File: config.mk
export PLATFORM = sky130hd
export DESIGN_NAME = blk_rr_sched_flat
export DESIGN_NICKNAME = d
export VERILOG_FILES = /design/src/rtl/blk_rr_sched_if.sv /design/src/rtl/blk_rr_sched.sv /design/src/flat_wrapper.sv
export SDC_FILE = /design/constraint.sdc
export NUM_CORES = 1
export LEC_CHECK = 0
export BUFFER_PORTS_ARGS = -buffer_cell sky130_fd_sc_hd__buf_2
export CAP_MARGIN = 20
export CORE_MARGIN = 10
export CORE_UTILIZATION = 49
export DETAILED_ROUTE_END_ITERATION = 10
export GPL_TIMING_DRIVEN = 0
export PLACE_DENSITY = 0.8
export SETUP_SLACK_MARGIN = 0.1
export SYNTH_ARGS = -nofsm -noshare
export SYNTH_HDL_FRONTEND = slang
export SYNTH_SLANG_ARGS = --single-unit
export TNS_END_PERCENT = 50
File: constraint.sdc
create_clock -name clk -period 2.3 [get_ports clk]
set_clock_uncertainty 0.1 [all_clocks]
set_input_delay 0.345 -clock clk [delete_from_list [all_inputs] [get_ports clk]]
set_output_delay 0.345 -clock clk [all_outputs]
set_load 0.02 [all_outputs]
File: src/rtl/blk_rr_sched_if.sv
// Request/grant/result bundle between NREQ requesters and the shared
// iterative invert engine scheduler.
interface blk_rr_sched_if #(
    parameter int NREQ = 4,
    parameter int DW   = 8,
    parameter int CW   = 5
) ();
    localparam int IW = $clog2(NREQ);

    logic [NREQ-1:0]    req;
    logic [NREQ*DW-1:0] op_data;
    logic [NREQ*CW-1:0] op_cnt;
    logic [NREQ-1:0]    gnt;
    logic               busy;
    logic               done;
    logic [IW-1:0]      done_id;
    logic [DW-1:0]      result;

    modport master (
        output req, op_data, op_cnt,
        input  gnt, busy, done, done_id, result
    );

    modport slave (
        input  req, op_data, op_cnt,
        output gnt, busy, done, done_id, result
    );
endinterface

File: src/rtl/blk_rr_sched.sv
// Round-robin scheduler in front of a single iterative invert engine.
// Define BLK_SCHED_FIXED_PRIO_EN to replace round-robin with lowest-index-wins.
module blk_rr_sched #(
    parameter int NREQ = 4,
    parameter int DW   = 8,
    parameter int CW   = 5
) (
    input  logic         clk,
    input  logic         rst,
    blk_rr_sched_if.slave bus
);
    localparam int IW = $clog2(NREQ);

    typedef enum logic [1:0] {
        ST_IDLE = 2'd0,
        ST_BUSY = 2'd1,
        ST_DONE = 2'd2
    } state_t;

    state_t          state_q, state_d;
    logic [IW-1:0]   ptr_q, ptr_d;
    logic [DW-1:0]   acc_q, acc_d;
    logic [CW-1:0]   rem_q, rem_d;
    logic [IW-1:0]   win_q, win_d;
    logic [NREQ-1:0] gnt_q, gnt_d;
    logic            busy_q, busy_d;
    logic            done_q, done_d;
    logic [IW-1:0]   done_id_q, done_id_d;
    logic [DW-1:0]   result_q, result_d;

    logic            found_s;
    logic [IW-1:0]   win_s;
    logic [IW-1:0]   idx_s;

`ifdef BLK_SCHED_FIXED_PRIO_EN
    // Fixed priority: scan downward so the lowest set index is the last to win.
    always_comb begin
        found_s = 1'b0;
        win_s   = {IW{1'b0}};
        idx_s   = {IW{1'b0}};
        for (int k = NREQ - 1; k >= 0; k--) begin
            if (bus.req[k]) begin
                found_s = 1'b1;
                win_s   = IW'(k);
            end else begin
                found_s = found_s;
            end
        end
    end
`else
    // Round-robin: first set request starting one past the last winner.
    always_comb begin
        found_s = 1'b0;
        win_s   = {IW{1'b0}};
        idx_s   = {IW{1'b0}};
        for (int k = 1; k <= NREQ; k++) begin
            idx_s = IW'((int'(ptr_q) + k) % NREQ);
            if (!found_s && bus.req[idx_s]) begin
                found_s = 1'b1;
                win_s   = idx_s;
            end else begin
                found_s = found_s;
            end
        end
    end
`endif

    // Next-state and registered-output logic for the IDLE/BUSY/DONE sequence.
    always_comb begin
        state_d   = state_q;
        ptr_d     = ptr_q;
        acc_d     = acc_q;
        rem_d     = rem_q;
        win_d     = win_q;
        gnt_d     = {NREQ{1'b0}};
        done_d    = 1'b0;
        done_id_d = done_id_q;
        result_d  = result_q;

        case (state_q)
            ST_IDLE: begin
                if (found_s) begin
                    state_d = ST_BUSY;
                    acc_d   = bus.op_data[int'(win_s)*DW +: DW];
                    rem_d   = bus.op_cnt[int'(win_s)*CW +: CW];
                    win_d   = win_s;
                    gnt_d   = {{(NREQ-1){1'b0}}, 1'b1} << win_s;
`ifdef BLK_SCHED_FIXED_PRIO_EN
                    ptr_d   = ptr_q;
`else
                    ptr_d   = win_s;
`endif
                end else begin
                    state_d = ST_IDLE;
                end
            end
            ST_BUSY: begin
                if (rem_q != {CW{1'b0}}) begin
                    acc_d = ~acc_q;
                    rem_d = rem_q - {{(CW-1){1'b0}}, 1'b1};
                end else begin
                    result_d  = acc_q;
                    done_id_d = win_q;
                    done_d    = 1'b1;
                    state_d   = ST_DONE;
                end
            end
            ST_DONE: begin
                state_d = ST_IDLE;
            end
            default: begin
                state_d = ST_IDLE;
            end
        endcase

        busy_d = (state_d != ST_IDLE);
    end

    // State and output registers; reset discards any job in flight.
    always_ff @(posedge clk) begin
        if (rst) begin
            state_q   <= ST_IDLE;
            ptr_q     <= IW'(NREQ - 1);
            acc_q     <= {DW{1'b0}};
            rem_q     <= {CW{1'b0}};
            win_q     <= {IW{1'b0}};
            gnt_q     <= {NREQ{1'b0}};
            busy_q    <= 1'b0;
            done_q    <= 1'b0;
            done_id_q <= {IW{1'b0}};
            result_q  <= {DW{1'b0}};
        end else begin
            state_q   <= state_d;
            ptr_q     <= ptr_d;
            acc_q     <= acc_d;
            rem_q     <= rem_d;
            win_q     <= win_d;
            gnt_q     <= gnt_d;
            busy_q    <= busy_d;
            done_q    <= done_d;
            done_id_q <= done_id_d;
            result_q  <= result_d;
        end
    end

    assign bus.gnt     = gnt_q;
    assign bus.busy    = busy_q;
    assign bus.done    = done_q;
    assign bus.done_id = done_id_q;
    assign bus.result  = result_q;

endmodule

File: src/flat_wrapper.sv
// flat-port wrapper written by rule: the top's interface ports become plain ports
module blk_rr_sched_flat 
#(
    parameter int NREQ = 4,
    parameter int DW   = 8,
    parameter int CW   = 5
)
  (clk, rst, bus_req, bus_op_data, bus_op_cnt, bus_gnt, bus_busy, bus_done, bus_done_id, bus_result);
  blk_rr_sched_if #(.NREQ(NREQ), .DW(DW), .CW(CW)) bus_i ();
  input  logic clk;
  input  logic rst;
  input wire logic [$bits(bus_i.req)-1:0] bus_req;
  input wire logic [$bits(bus_i.op_data)-1:0] bus_op_data;
  input wire logic [$bits(bus_i.op_cnt)-1:0] bus_op_cnt;
  output wire logic [$bits(bus_i.gnt)-1:0] bus_gnt;
  output wire logic [$bits(bus_i.busy)-1:0] bus_busy;
  output wire logic [$bits(bus_i.done)-1:0] bus_done;
  output wire logic [$bits(bus_i.done_id)-1:0] bus_done_id;
  output wire logic [$bits(bus_i.result)-1:0] bus_result;
  assign bus_i.req = bus_req;
  assign bus_i.op_data = bus_op_data;
  assign bus_i.op_cnt = bus_op_cnt;
  assign bus_gnt = bus_i.gnt;
  assign bus_busy = bus_i.busy;
  assign bus_done = bus_i.done;
  assign bus_done_id = bus_i.done_id;
  assign bus_result = bus_i.result;
  blk_rr_sched #(.NREQ(NREQ), .DW(DW), .CW(CW)) u_core (.clk(clk), .rst(rst), .bus(bus_i));
endmodule
==> impl_metrics.json <==
{
  "status": "completed",
  "fin_setup_tns_ps": 0,
  "cts_buffers": 5,
  "hpwlAfterDp_um": 4370,
  "clk_latency_ps": 290,
  "start_util_pct": 52.1,
  "final_max_slew_viol_count": 0,
  "whs_path_depth": 3,
  "synth-main-ff-cell": "dfxtp_1",
  "syn_nets": 286,
  "cts_max_level": 2,
  "cp-start-kind": "flip-flop",
  "clk_pin_slew_worst_paths_ps": 70,
  "rr_worst_depth": 5,
  "fmax_mhz": 488,
  "required_ps": 2380,
  "peakVddDrop_mv": 0.584,
  "fin_crit_sh_pct": 89.2,
  "gp_congestion": 0.842,
  "crit_start": "u_core.ptr_q[1]$_SDFFE_PP1P_",
  "vias": 1986,
  "synth-edff-count": 0,
  "grt_usage_pct": 15.3,
  "worstPathArrival_ps": 2130,
  "die_x_um": 83.3,
  "nFillCells": 327,
  "dpl_worst_slack_ps": 232,
  "relSlewSlack_pct": 55.7,
  "clock_sinks": 35,
  "clk_path_buf_depth": 2,
  "viasPerCell": 5.58,
  "p_per_area_nw_per_um2": 1060,
  "port_buffers": 73,
  "die_y_um": 83.3,
  "min_from": "bus_op_data[24]",
  "ios": 74,
  "drc": 0,
  "rr_startpoint": "u_core.ptr_q[1]$_SDFFE_PP1P_",
  "drt_iter0_drc": 145,
  "syn2layout_area_growth_pct": 26.1,
  "antenna_left": 0,
  "synthDistinctLibCells": 48,
  "worstMarginPinSlew_ps": 662,
  "syn_area_um2": 1970,
  "antennaDiodeCount": 0,
  "multiInputGateArea_um2": 1180,
  "postCtsSetupRepairBufs": 0,
  "synth-seq-cells": 35,
  "drt-total-wl_um": 5500,
  "seq_area_um2": 701,
  "cts_tree": "yes",
  "crit_type": "reg2reg",
  "grt_overflow_total": 0,
  "setup_viol_count_final": 0,
  "finalNetCount": 366,
  "coreArea_um2": 3770,
  "timing.final.ws_setup_ps": 249,
  "clockRootBuffer": "clkbuf_8",
  "synth.yosys.warnings": 0,
  "dieArea_um2": 6940,
  "max_cap_violations": 0,
  "grt_pass1_wl_um": 9200,
  "postSynthCellCount": 227,
  "antenna_found_initial": 0,
  "finalHoldViolCount": 0,
  "crit_fanout": 8,
  "wl_per_cell_um": 15.5,
  "grt_max_degree": 12,
  "hold_buffers": 0,
  "synthArstFlopShare_pct": 0,
  "min_path_type": "in2reg",
  "leakagePower_nw": 1.10,
  "period_minus_slack_ps": 2050,
  "drive_gt1_share_pct": 34.7,
  "postSynthAreaPerCell_um2": 8.66,
  "r2r_setup_slack_ps": 250,
  "grt_pass1_vias": 1980,
  "dr.pass1.iters": 4,
  "ys_seq_area_share_pct": 35.6,
  "row_count": 22,
  "grt_setup_unrepaired": "false",
  "endpoint_kind": "flip-flop"
}
==> routing by layer <==
| layer | GRT usage, % | share of wire (%) | wire [um] |
|---|---|---|---|
| met5 | 0 | 0 | 0 |
| met1 | 19.1 | 44 | 2440 |
| met2 | 23.3 | 44 | 2450 |
| met3 | 6.64 | 9.7 | 535 |
| met4 | 4.00 | 1.4 | 75 |
==> critical path, stage by stage (launching register included) <==
cell and delay, ps:
dfxtp_1 450, mux2i_1 310, o21ai_2 110, nor2_4 300, mux2_2 390, a211o_1 280
==> report_power, final <==
part,internal [mW],switching (mW)
Clock,0.212,0.232
Sequential,0.789,0.149
Combinational,0.526,0.726
Total,1.53,1.11
==> Yosys cell counts, drive strengths merged, types with 2 or more instances <==
library cell,instances,share of area [%]
dfxtp,35,36
nor2,26,6.2
a21oi,24,6.1
nand3,22,6.1
nand2,17,3.2
mux2i,14,7.1
o21ai,14,3.8
a21o,10,3.8
o221ai,10,6.7
clkbuf,9,1.7
buf,5,2.1
inv,4,0.76
a211oi,3,1.1
nand3b,3,1.1
nor2b,3,0.95
a21boi,2,0.76
nand4,2,0.64
nor3,2,0.51
==> placed cells by master, fill, tap and decap left out, types with 4 or more instances in the layout <==
cell type / Yosys / layout
buf_2: 0 / 73
dfxtp_1: 35 / 35
a21oi_1: 24 / 24
nor2_1: 24 / 24
nand3_1: 20 / 20
nand2_1: 17 / 16
mux2i_1: 14 / 14
o21ai_0: 13 / 13
clkbuf_1: 9 / 10
a21o_1: 10 / 10
o221ai_2: 7 / 7
clkbuf_8: 0 / 5
inv_1: 4 / 4
==> repair_timing <==
action                                  4_1_cts  5_1_grt
endpoints found under the setup margin        0        7
gates resized for setup                       0        1
endpoints found under the hold margin         0        0
==> cell type report <==
class	count	share of cell area, %
multi-input cells	174	47.5
flip-flops and latches	35	28.3
repair buffers	73	14.7
plain buffers	14	3.03
clock buffers	6	2.93
well taps	48	2.42
inverters	4	0.606
clock inverters	2	0.505
==> final timing paths <==
| check | to |
|---|---|
| max | u_core.rem_q[3]$_SDFFE_PP0P_ |
| min | u_core.acc_q[0]$_SDFFE_PP0P_ |
| max reg2reg | u_core.rem_q[3]$_SDFFE_PP0P_ |
| min reg2reg | u_core.bus.result[6]$_SDFFE_PP0P_ |
==> per-stage QoR <==
step	util, %	std cells	total power, mW	instance area (um^2)	hold slack, ps
after floorplan	-	227	1.90	1970	337
after global placement	63.4	348	2.17	2390	341
after detailed placement	63.4	348	2.19	2390	346
after CTS	65.7	356	2.63	2480	268
after global routing	65.7	356	2.84	2480	288
final	65.7	356	2.63	2480	268
==> sequential cells by signal, indices dropped and copies added (netlist names) <==
name,flops
u_core.bus.result,8
u_core.rem_q,5
u_core.bus.done_id,2
u_core.acc_q,8
u_core.ptr_q,2
u_core.bus.busy,1
u_core.win_q,2
u_core.state_q,2
u_core.bus.done,1
u_core.bus.gnt,4
==> kinds of logic (layout without fill, tap and decap cells) <==
family	after synthesis	after routing	share of synthesized area, %
mux	15	15	7.70
fa+ha+maj	1	1	0.636
simple gates	82	82	22.3
buf+inv	18	99	4.58
flops	35	35	35.6
compound gates	76	76	29.2
Power figures use the tool's default switching activity.
